### src/rtl/mycpu_pkg.sv
// Shared definitions for the MIPS memory stage: bus widths, load type
// codes, es_to_ms bus field positions and the cp0 side-band layout.
package mycpu_pkg;

  localparam int ES_TO_MS_BUS_WD = 128;
  localparam int MS_TO_WS_BUS_WD = 91;
  localparam int MS_TO_DS_BUS_WD = 43;

  // Load type codes carried in es_to_ms_bus; 7 is an alias of a plain word load.
  typedef enum logic [2:0] {
    LD_W   = 3'd0,
    LD_B   = 3'd1,
    LD_BU  = 3'd2,
    LD_H   = 3'd3,
    LD_HU  = 3'd4,
    LD_WL  = 3'd5,
    LD_WR  = 3'd6,
    LD_W7  = 3'd7
  } ld_type_e;

  // es_to_ms_bus field positions (LSB of each field, or the bit itself).
  localparam int EM_PC_LSB      = 0;
  localparam int EM_ALU_LSB     = 32;
  localparam int EM_RT_LSB      = 64;
  localparam int EM_DEST_LSB    = 96;
  localparam int EM_RF_WE_LSB   = 101;
  localparam int EM_REQ_BIT     = 105;
  localparam int EM_LD_TYPE_LSB = 106;
  localparam int EM_IS_LOAD_BIT = 109;
  localparam int EM_EXCODE_LSB  = 110;
  localparam int EM_EX_BIT      = 115;
  localparam int EM_BD_BIT      = 116;
  localparam int EM_C0_LSB      = 117;

  // cp0 side-band bus: {eret, mfc0, mtc0, cp0_addr[7:0]}.
  localparam int C0_ERET_BIT = 10;
  localparam int C0_MFC0_BIT = 9;

  // Per-instruction response state: waiting for data, or data buffered.
  typedef enum logic {
    RESP_WAIT = 1'b0,
    RESP_HAVE = 1'b1
  } resp_state_e;

  // Byte-wise merge: a set mask bit takes the byte from word, else from rt.
  function automatic logic [31:0] merge_bytes(input logic [3:0] mask,
                                              input logic [31:0] word,
                                              input logic [31:0] rt);
    logic [31:0] r;
    r = rt;
    for (int i = 0; i < 4; i++) begin
      if (mask[i]) r[8*i +: 8] = word[8*i +: 8];
    end
    return r;
  endfunction

endpackage

### src/rtl/load_align.sv
// Combinational load data extraction and LWL/LWR merge.
// Produces the register result and the byte write mask for one load.
module load_align
  import mycpu_pkg::*;
(
  input  logic [2:0]  ld_type,
  input  logic [1:0]  addr_low,
  input  logic [31:0] rdata,
  input  logic [31:0] rt_value,
  output logic [31:0] result,
  output logic [3:0]  rf_we_mask
);

  logic [7:0]  sel_byte;
  logic [15:0] sel_half;
  logic [4:0]  lwl_shamt;
  logic [4:0]  lwr_shamt;
  logic [31:0] lwl_word;
  logic [31:0] lwr_word;
  logic [3:0]  lwl_mask;
  logic [3:0]  lwr_mask;

  assign sel_byte  = rdata[{addr_low, 3'b000} +: 8];
  assign sel_half  = addr_low[1] ? rdata[31:16] : rdata[15:0];

  // LWL shifts by 3-a bytes; ~a equals 3-a for a two-bit address.
  assign lwl_shamt = {~addr_low, 3'b000};
  assign lwr_shamt = {addr_low, 3'b000};
  assign lwl_word  = rdata << lwl_shamt;
  assign lwr_word  = rdata >> lwr_shamt;
  assign lwl_mask  = 4'b1111 << (~addr_low);
  assign lwr_mask  = 4'b1111 >> addr_low;

  // Select the extracted value and write mask by load type.
  always_comb begin
    result     = rdata;
    rf_we_mask = 4'b1111;
    case (ld_type_e'(ld_type))
      LD_B:  result = {{24{sel_byte[7]}}, sel_byte};
      LD_BU: result = {24'b0, sel_byte};
      LD_H:  result = {{16{sel_half[15]}}, sel_half};
      LD_HU: result = {16'b0, sel_half};
      LD_WL: begin
        result     = merge_bytes(lwl_mask, lwl_word, rt_value);
        rf_we_mask = lwl_mask;
      end
      LD_WR: begin
        result     = merge_bytes(lwr_mask, lwr_word, rt_value);
        rf_we_mask = lwr_mask;
      end
      default: result = rdata;
    endcase
  end

endmodule

### src/rtl/mem_resp_stage.sv
// MIPS memory stage: holds one instruction from ES, waits for its data-SRAM
// response, aligns load data and hands the result to write-back.
// Responses belonging to flushed instructions are counted and dropped.
// Optional: define MS_FWD_EN to forward the final result to decode; without
// it the stage only raises an interlock whenever it will write a register.
//
// Handshake: an upstream transfer happens on a cycle where
// es_to_ms_valid && ms_allowin; a downstream transfer happens on a cycle where
// ms_to_ws_valid && ws_allowin. Valid never depends on the receiver's allowin.
module mem_resp_stage
  import mycpu_pkg::*;
(
  input  logic                       clk,
  input  logic                       reset,
  input  logic                       es_to_ms_valid,
  input  logic [ES_TO_MS_BUS_WD-1:0] es_to_ms_bus,
  output logic                       ms_allowin,
  output logic                       ms_to_ws_valid,
  output logic [MS_TO_WS_BUS_WD-1:0] ms_to_ws_bus,
  input  logic                       ws_allowin,
  input  logic                       data_sram_data_ok,
  input  logic [31:0]                data_sram_rdata,
  input  logic                       flush,
  input  logic                       es_req_inflight,
  output logic [MS_TO_DS_BUS_WD-1:0] ms_to_ds_bus,
  output logic                       ms_ex
);

  logic                       ms_valid;
  logic [ES_TO_MS_BUS_WD-1:0] es_to_ms_bus_r;
  resp_state_e                resp_state;
  resp_state_e                resp_state_next;
  logic [31:0]                data_buf;
  logic [1:0]                 discard_cnt;

  logic [10:0] ms_c0_bus;
  logic        ms_bd;
  logic        ms_ex_flag;
  logic [4:0]  ms_excode;
  logic        ms_is_load;
  logic [2:0]  ms_ld_type;
  logic        ms_req;
  logic [3:0]  ms_rf_we_in;
  logic [4:0]  ms_dest;
  logic [31:0] ms_rt_value;
  logic [31:0] ms_alu_result;
  logic [31:0] ms_pc;

  assign ms_c0_bus     = es_to_ms_bus_r[EM_C0_LSB      +: 11];
  assign ms_bd         = es_to_ms_bus_r[EM_BD_BIT];
  assign ms_ex_flag    = es_to_ms_bus_r[EM_EX_BIT];
  assign ms_excode     = es_to_ms_bus_r[EM_EXCODE_LSB  +: 5];
  assign ms_is_load    = es_to_ms_bus_r[EM_IS_LOAD_BIT];
  assign ms_ld_type    = es_to_ms_bus_r[EM_LD_TYPE_LSB +: 3];
  assign ms_req        = es_to_ms_bus_r[EM_REQ_BIT];
  assign ms_rf_we_in   = es_to_ms_bus_r[EM_RF_WE_LSB   +: 4];
  assign ms_dest       = es_to_ms_bus_r[EM_DEST_LSB    +: 5];
  assign ms_rt_value   = es_to_ms_bus_r[EM_RT_LSB      +: 32];
  assign ms_alu_result = es_to_ms_bus_r[EM_ALU_LSB     +: 32];
  assign ms_pc         = es_to_ms_bus_r[EM_PC_LSB      +: 32];

  logic data_buf_valid;
  logic discard_idle;
  logic got_data;
  logic ms_ready_go;
  logic ms_leave;
  logic capture;

  assign data_buf_valid = (resp_state == RESP_HAVE);
  assign discard_idle   = (discard_cnt == 2'd0);
  // A response only belongs to this instruction once all stale ones are gone.
  assign got_data       = data_buf_valid || (data_sram_data_ok && discard_idle);
  assign ms_ready_go    = !ms_req || ms_ex_flag || got_data;
  assign ms_allowin     = !ms_valid || (ms_ready_go && ws_allowin);
  assign ms_to_ws_valid = ms_valid && ms_ready_go && !flush;
  assign ms_leave       = ms_to_ws_valid && ws_allowin;
  // Buffer only when the response arrives but the instruction must stay.
  assign capture        = ms_valid && ms_req && !data_buf_valid && data_sram_data_ok &&
                          discard_idle && !ms_leave && !flush;

  // Stage valid bit: flush wins over a concurrent accept.
  always_ff @(posedge clk) begin
    if (reset) begin
      ms_valid <= 1'b0;
    end else if (flush) begin
      ms_valid <= 1'b0;
    end else if (ms_allowin) begin
      ms_valid <= es_to_ms_valid;
    end
  end

  // Latch the incoming instruction on an upstream transfer.
  always_ff @(posedge clk) begin
    if (reset) begin
      es_to_ms_bus_r <= '0;
    end else if (es_to_ms_valid && ms_allowin) begin
      es_to_ms_bus_r <= es_to_ms_bus;
    end
  end

  // Response state register.
  always_ff @(posedge clk) begin
    if (reset) begin
      resp_state <= RESP_WAIT;
    end else begin
      resp_state <= resp_state_next;
    end
  end

  // Response next state: WAIT -> HAVE on a buffered response, back on leave/flush.
  always_comb begin
    resp_state_next = resp_state;
    case (resp_state)
      RESP_WAIT: if (capture) resp_state_next = RESP_HAVE;
      RESP_HAVE: if (flush || ms_leave) resp_state_next = RESP_WAIT;
      default:   resp_state_next = RESP_WAIT;
    endcase
  end

  // Hold the response word while the instruction is stalled by write-back.
  always_ff @(posedge clk) begin
    if (reset) begin
      data_buf <= 32'b0;
    end else if (capture) begin
      data_buf <= data_sram_rdata;
    end
  end

  logic [1:0] flush_inc;
  logic       drop;
  logic [2:0] discard_sum;

  // A flush orphans this stage's unanswered request plus any still in ES.
  assign flush_inc   = flush ? ({1'b0, ms_valid && ms_req && !got_data} +
                                {1'b0, es_req_inflight}) : 2'd0;
  assign drop        = data_sram_data_ok && !discard_idle;
  assign discard_sum = {1'b0, discard_cnt} + {1'b0, flush_inc} - {2'b0, drop};

  // Count of stale responses still to be swallowed, saturating at 3.
  always_ff @(posedge clk) begin
    if (reset) begin
      discard_cnt <= 2'd0;
    end else begin
      discard_cnt <= (discard_sum > 3'd3) ? 2'd3 : discard_sum[1:0];
    end
  end

  logic [31:0] ld_word;
  logic [31:0] ld_result;
  logic [3:0]  ld_mask;
  logic [31:0] ms_result;
  logic [3:0]  ms_rf_we;

  assign ld_word = data_buf_valid ? data_buf : data_sram_rdata;

  load_align u_load_align (
    .ld_type    (ms_ld_type),
    .addr_low   (ms_alu_result[1:0]),
    .rdata      (ld_word),
    .rt_value   (ms_rt_value),
    .result     (ld_result),
    .rf_we_mask (ld_mask)
  );

  // A faulting instruction must not write the register file.
  assign ms_result = (ms_is_load && !ms_ex_flag) ? ld_result : ms_alu_result;
  assign ms_rf_we  = ms_ex_flag ? 4'b0000 :
                     (ms_is_load ? (ms_rf_we_in & ld_mask) : ms_rf_we_in);

  assign ms_to_ws_bus = {ms_c0_bus, ms_bd, ms_ex_flag, ms_excode,
                         ms_rf_we, ms_dest, ms_result, ms_pc};

  assign ms_ex = ms_valid && (ms_ex_flag || ms_c0_bus[C0_ERET_BIT]);

  logic        fwd_valid;
  logic        fwd_blocked;
  logic [31:0] fwd_data;

  assign fwd_valid = ms_valid && (ms_rf_we != 4'b0000);
`ifdef MS_FWD_EN
  // Forward when the value is known; loads without data and mfc0 stall decode.
  assign fwd_blocked = fwd_valid && ((ms_is_load && !got_data) || ms_c0_bus[C0_MFC0_BIT]);
  assign fwd_data    = ms_result;
`else
  assign fwd_blocked = fwd_valid;
  assign fwd_data    = 32'b0;
`endif

  assign ms_to_ds_bus = {fwd_valid, fwd_blocked, ms_rf_we, ms_dest, fwd_data};

endmodule

### config.mk
export PLATFORM = sky130hd
export DESIGN_NAME = mem_resp_stage
export DESIGN_NICKNAME = d
export VERILOG_FILES = /design/src/rtl/mycpu_pkg.sv /design/src/rtl/load_align.sv /design/src/rtl/mem_resp_stage.sv
export SDC_FILE = /design/constraint.sdc
export NUM_CORES = 1
export LEC_CHECK = 0
export CAP_MARGIN = 20
export CORE_ASPECT_RATIO = 1.2
export CORE_MARGIN = 10
export CORE_UTILIZATION = 50
export CTS_BUF_LIST = sky130_fd_sc_hd__clkbuf_8
export CTS_CLUSTER_DIAMETER = 40
export DETAILED_ROUTE_END_ITERATION = 6
export PLACE_DENSITY = 0.91
export SLEW_MARGIN = 20
export SYNTH_ARGS = -nofsm -noshare
export SYNTH_HDL_FRONTEND = slang
export SYNTH_SLANG_ARGS = --single-unit
### constraint.sdc
create_clock -name clk -period 3.7 [get_ports clk]
set_input_delay 0.925 -clock clk [delete_from_list [all_inputs] [get_ports clk]]
set_output_delay 0.925 -clock clk [all_outputs]
set_load 0.05 [all_outputs]
# Word level (Yosys, flattened, before mapping)
# Cells that the tools add are included.
dict set report word_totals {
  reg_bits 164
  inputBits 167
}
dict set report op_classes {
  add_sub_neg 3
  magnitude_cmp 1
  n_eq_ne 6
  shifts 5
  muxes 20
  bitwise_logic 3
  n_reduce_logical 34
}
# op count
set ops {}
lappend ops {{one-hot mux 32 bit (6 select lines)} 1}
lappend ops {{2-to-1 mux 32 bit} 2}
lappend ops {{2-to-1 mux 8 bit} 8}
lappend ops {{variable part select 32 x 6 -> 8 bit} 1}
lappend ops {{<< shifter 32 x 5 -> 32 bit} 1}
lappend ops {{>> shifter 32 x 5 -> 32 bit} 1}
lappend ops {{logical AND 1 bit} 17}
lappend ops {{2-to-1 mux 16 bit} 1}
lappend ops {{== test 3 bit (second input constant)} 3}
lappend ops {{zero test 1 bit} 8}
lappend ops {{2-to-1 mux 4 bit} 2}
lappend ops {{one-hot mux 4 bit (2 select lines)} 1}
lappend ops {{== test 3 x 2 -> 1 bit (second input constant)} 2}
lappend ops {{logical OR 1 bit} 6}
lappend ops {{bitwise AND 4 bit} 1}
lappend ops {{2-to-1 mux 2 bit} 2}
lappend ops {{nonzero test 4 bit} 1}
lappend ops {{<< shifter 4 x 2 -> 4 bit (first input constant)} 1}
lappend ops {{>> shifter 4 x 2 -> 4 bit (first input constant)} 1}
lappend ops {{adder 2 x 2 -> 3 bit} 1}
lappend ops {{== test 3 x 1 -> 1 bit (second input constant)} 1}
lappend ops {{> comparator 3 x 2 -> 1 bit (second input constant)} 1}
lappend ops {{subtractor 3 x 1 -> 3 bit} 1}
lappend ops {{adder 1 x 1 -> 2 bit} 1}
lappend ops {{other kinds (6)} 7}

# Longest topological paths before layout
dict set report depth {
  depth_word 12
  mapped_depth 14
  mapped_depth_nobuf 12
}

# Modules after synthesis
# A second synthesis with hierarchy kept.
dict set report hier_totals {
  cells_unflattened 1210
  hier_area_um2 11596.1
}
# module instances cells_each area_per_inst_um2 seq_area_each_um2
set modules_own_cells {}
lappend modules_own_cells {mem_resp_stage 1 915 9080.0 3283.1}
lappend modules_own_cells {load_align 1 295 2516.2 0.0}

# Least setup slack after synthesis
# No wires, ideal clock.
dict set report synth_path {
  path_kind {register to output}
  start {register es_to_ms_bus_r[108]}
  end {output port ms_to_ds_bus[41]}
  arrival_time_ns 2.760
  t_required_ns 2.775
  path_slack_ns 0.015
  stages_incl_launch_ff 7
  n_path_buf 3
  path_cell_list {dfxtp_1 > buf_2 > and3_1 > clkbuf_1 > a311oi_1 > o41a_1 > buf_4}
}
dict set report synth_via {
  elab_chain_cells 7
}
# item line
set synth_lines {}
lappend synth_lines {{start, declared} mem_resp_stage.sv:30} ;# logic [ES_TO_MS_BUS_WD-1:0] es_to_ms_bus_r;
lappend synth_lines {{start signal, assigned} mem_resp_stage.sv:97} ;# es_to_ms_bus_r <= es_to_ms_bus;
lappend synth_lines {{== test 3 bit} load_align.sv:38} ;# case (ld_type_e'(ld_type))
lappend synth_lines {{one-hot mux 4 bit (2 select lines) *} load_align.sv:38}
lappend synth_lines {{bitwise AND 4 bit *} mem_resp_stage.sv:168} ;# (ms_is_load ? (ms_rf_we_in & ld_mask) : ms_rf_we_in);
lappend synth_lines {{2-to-1 mux 4 bit *} mem_resp_stage.sv:168}
lappend synth_lines {{2-to-1 mux 4 bit *} mem_resp_stage.sv:167} ;# assign ms_rf_we = ms_ex_flag ? 4'b0000 :
lappend synth_lines {{via ms_to_ds_bus[40]} mem_resp_stage.sv:25} ;# output logic [MS_TO_DS_BUS_WD-1:0] ms_to_ds_bus,
lappend synth_lines {{nonzero test 4 bit *} mem_resp_stage.sv:179} ;# assign fwd_valid = ms_valid && (ms_rf_we != 4'b0000);
lappend synth_lines {{logical AND 1 bit *} mem_resp_stage.sv:179}
lappend synth_lines {{end, declared} mem_resp_stage.sv:25}
# The timed path passes the listed nets; every way through them passes the cells marked *.

# Worst setup path after layout
dict set report layout_path {
  start {input port data_sram_rdata[19]}
  end {output port ms_to_ws_bus[43]}
}
dict set report layout_via {
  elab_chain_cells 5
}
# item line
set layout_lines {}
lappend layout_lines {{start, declared} mem_resp_stage.sv:22} ;# input logic [31:0] data_sram_rdata,
lappend layout_lines {{2-to-1 mux 32 bit *} mem_resp_stage.sv:154} ;# assign ld_word = data_buf_valid ? data_buf : data_sram_rdata;
lappend layout_lines {{>> shifter 32 x 5 -> 32 bit / << shifter 32 x 5 -> 32 bit (equally long branches)} {load_align.sv:30, load_align.sv:29}}
lappend layout_lines {{2-to-1 mux 8 bit} mycpu_pkg.sv:52} ;# if (mask[i]) r[8*i +: 8] = word[8*i +: 8];
lappend layout_lines {{one-hot mux 32 bit (6 select lines) *} load_align.sv:38}
lappend layout_lines {{2-to-1 mux 32 bit *} mem_resp_stage.sv:166} ;# assign ms_result = (ms_is_load && !ms_ex_flag) ? ld_result : ms_alu_result;
lappend layout_lines {{end, declared} mem_resp_stage.sv:19} ;# output logic [MS_TO_WS_BUS_WD-1:0] ms_to_ws_bus,
# Mark *: on every way between the ends. The rest lies on a longest branch, timed or not.

==> run summary <==
Status = finished, violations left
Violations in the final reports = DRC
PwrDens = 355.6 nW/µm²
End point of the critical path = ms_to_ws_bus[43]
Worst Hold Class = reg -> reg
Setup TNS = 0 ns
First-pass GRT wire length = 55.99 mm
Row count = 58
Port Buffers = 271
R2R Path Start = discard_cnt[1]$_SDFF_PP0_
Count of warnings emitted by yosys = 0
Max Clock Freq = 271.1 MHz
Nets = 1553
Final HPWL DP = 28.25 mm
Inserted Diodes = 0
Routed Antenna Nets = 0
Initial antenna violation count = 0
Post-synth ARST share = 0%
Psw = 1.794 mW
WS Path Type = in -> out
Total Routing Usage GR = 25.01%
DP Worst Slack = -0.2283 ns
# clock sinks = 164
Longest Clk Path Bufs = 2
Headroom to the max-slew limit = 57.92%
TritonCTS buffer count = 17
Finished Layout Cells = 1664
Top_reg_cell synth = dfxtp_1
CTS tree = built
Int Pwr = 3.230 mW
Worst slew pin tran = 0.6259 ns
Final Slew Violations = 0
RSZ-0062 raised after global routing = no
Initial Utilization = 51.29%
Root Driver = clkbuf_8
Die Span X = 154.4 µm
Worst EP arrival = 2.76 ns
First-pass detailed-route iteration total = 7
Max stage delay cell, worst path = mux4_2
Fin crit share = 99.68%
CP startpoint = data_sram_rdata[19]
WP data required = 2.77 ns
CP Capture Type = output port
Register share of total power = 39.1%
Clk pwr share = 26.7%
I/O pin cnt = 304
Clock skew = 0.01604 ns
Routed len/inst = 22.15 µm
Register area share after synthesis = 30.31%
Logic gate share of total power = 34.2%
DP Cell Count = 1629
Core area = 21120 µm²
CP peak stage delay = 0.50 ns
Hold Path Depth = 2
Final worst slack = 0.01169 ns
Layout overhead on the synthesized area = 30.45%
R2r endpoint = discard_cnt[1]$_SDFF_PP0_
Max Cap Viol = 0
Number of synthesized register bits = 164
Die Y = 181.2 µm
R2R depth = 12
Vias in the first global route = 9639
Initial detailed-routing violation count = 1185
Static Leak = 5.400 nW
Worst-path maximum fanout = 6
Total gr overflow = 0
Htree depth = 4
Reg clk slew, reported paths = 0.08 ns
Worst setup SP type = input pin
Total DRC errors in the routed layout = 17
Post-synthesis area per instance = 9.102 µm²
Quantity of hold-fixing buffers added after cts = 0
Tmin final = 3.688 ns
Synth Instances = 1190
RePlAce Congestion = 1.011
Full die area = 27970 µm²
Mapped cell area = 10830 µm²
Clk Latency, worst-skew pair = 0.46 ns
Number of synthesized flops with an enable pin = 0
Switch share = 35.70%
Vias = 9656
Peak supply drop = 0.0002524 V
Final-report hold violation count = 0
Count of cell types in the netlist = 62
Post-Route WL = 36.85 mm
Layout cells sized above 1 = 16.57%
Cell Chain, Critical Path = clkdlybuf4s50_1 > mux2_2 > mux4_2 > a22oi_1 > a21oi_1 > buf_12
Via/cell ratio = 5.803
R2r setup slk = 1.17 ns
Final Setup Violations = 0
Largest net degree at the start of global routing = 105
[critical path: cells and delay by family]
family | cells | cell delay, ns
multiplexers | 2 | 0.89
AO/OA/AOI/OAI | 2 | 0.34
buffers and inverters | 2 | 0.59
[final cells by class]
type                       instances  area [µm²]
fill                            1681        6988
multi-input combinational        852        6564
timing repair buffer             338        3505
sequential                       164        3291
tap                              270       337.8
clock buffer                      21       289.0
clock inverter                    11       113.9
inverter                           8       30.03
[worst min path at each step]
stage,start,slack [ns],to
final,es_to_ms_bus_r[101]$_SDFFE_PP0P_,0.48,es_to_ms_bus_r[101]$_SDFFE_PP0P_
after global routing,es_to_ms_bus_r[18]$_SDFFE_PP0P_,0.49,es_to_ms_bus_r[18]$_SDFFE_PP0P_
after CTS,es_to_ms_bus_r[101]$_SDFFE_PP0P_,0.48,es_to_ms_bus_r[101]$_SDFFE_PP0P_
after detailed placement,es_to_ms_bus_r[12]$_SDFFE_PP0P_,0.46,es_to_ms_bus_r[12]$_SDFFE_PP0P_
after global placement,es_to_ms_bus_r[2]$_SDFFE_PP0P_,0.46,es_to_ms_bus_r[2]$_SDFFE_PP0P_
after floorplan,es_to_ms_bus_r[88]$_SDFFE_PP0P_,0.45,es_to_ms_bus_r[88]$_SDFFE_PP0P_
[state kept, by name, indices dropped and copies added, names as in the netlist]
signal / count
es_to_ms_bus_r: 128
data_buf: 32
discard_cnt: 2
data_buf_valid: 1
ms_valid: 1
[power by group through the flow]
stage	clock network, mW	logic (mW)	registers (mW)
4_1_cts	1.37	1.69	1.96
3_3_place_gp	0	1.65	2.00
5_1_grt	1.44	1.81	1.98
3_5_place_dp	0	1.68	2.00
2_1_floorplan	0	1.13	1.96
6_report	1.34	1.72	1.97
[cells by family after synthesis]
| family | count (synthesis) | synth area share [%] |
|---|---|---|
| mux | 232 | 23.91 |
| other cells | 1 | 0.03462 |
| flops | 164 | 30.31 |
| buf+inv | 205 | 11.37 |
| fa+ha+maj | 5 | 0.6469 |
| compound gates | 192 | 12.86 |
| simple gates | 390 | 20.79 |
| xor+xnor | 1 | 0.08087 |
[synth_stat cells (4+ instances only)]
cell type | instances | share of area [%]
o211ai_1 | 14 | 0.97
a31oi_1 | 19 | 1.1
buf_2 | 21 | 0.97
nor2_1 | 55 | 1.9
nand3b_1 | 4 | 0.28
nand2b_1 | 261 | 15
o21ai_0 | 24 | 1.1
inv_1 | 7 | 0.24
a211oi_1 | 9 | 0.62
nor2b_1 | 4 | 0.23
a222oi_1 | 7 | 0.65
ha_1 | 4 | 0.46
clkbuf_1 | 61 | 2.1
dfxtp_1 | 164 | 30
mux2_2 | 28 | 2.9
mux2_4 | 4 | 0.55
a41oi_1 | 7 | 0.57
o2bb2a_1 | 6 | 0.55
mux2i_1 | 183 | 17
buf_4 | 104 | 7.2
a221oi_1 | 7 | 0.57
buf_1 | 5 | 0.17
a21oi_1 | 19 | 0.88
mux4_2 | 17 | 3.5
buf_6 | 6 | 0.62
nand2_1 | 38 | 1.3
a22oi_1 | 9 | 0.62
a221o_1 | 8 | 0.74
o221a_2 | 7 | 0.73
nor3_1 | 4 | 0.18
or4_1 | 7 | 0.49
o22ai_1 | 34 | 2.0
[layer usage]
| layer | vias up | share of wire, % | global-route usage [%] |
|---|---|---|---|
| met4 | 0 | 4.4 | 10.82 |
| met5 | - | 0 | 0 |
| met3 | 98 | 10 | 7.389 |
| met1 | 4530 | 37 | 29.19 |
| li1 | 4447 | - | - |
| met2 | 581 | 48 | 41.50 |
[cells in the final DEF (no fill, tap or decap), types with 14 or more instances in the layout]
cell type / Yosys / routed
clkbuf_8: 0 / 21
dfxtp_1: 164 / 160
mux4_2: 17 / 17
mux2i_1: 183 / 183
clkdlybuf4s50_1: 0 / 222
o211ai_1: 14 / 14
buf_4: 104 / 73
buf_12: 0 / 31
mux2_2: 28 / 27
nand2b_1: 261 / 261
o21ai_0: 24 / 24
nand2_1: 38 / 38
nor2_1: 55 / 55
o22ai_1: 34 / 34
a31oi_1: 19 / 14
conb_1: 1 / 32
a21oi_1: 19 / 19
[metrics by stage]
step / util [%] / hold slack (ns) / power, mW / cell area, µm²
final: 66.91 / 0.4757 / 5.024 / 14130
after global routing: 66.91 / 0.4941 / 5.228 / 14130
after CTS: 66.45 / 0.4784 / 5.024 / 14030
after detailed placement: 64.28 / 0.4626 / 3.682 / 13580
after global placement: 64.28 / 0.4571 / 3.649 / 13580
after floorplan: - / 0.4455 / 3.083 / 10950
[timing repair]
action                     CTS  global route
buffers inserted             0             3
gates resized for setup     20            21
pin swaps                    2             4
setup endpoints to repair   32            27
No activity file was read; power rests on OpenSTA's default activity.
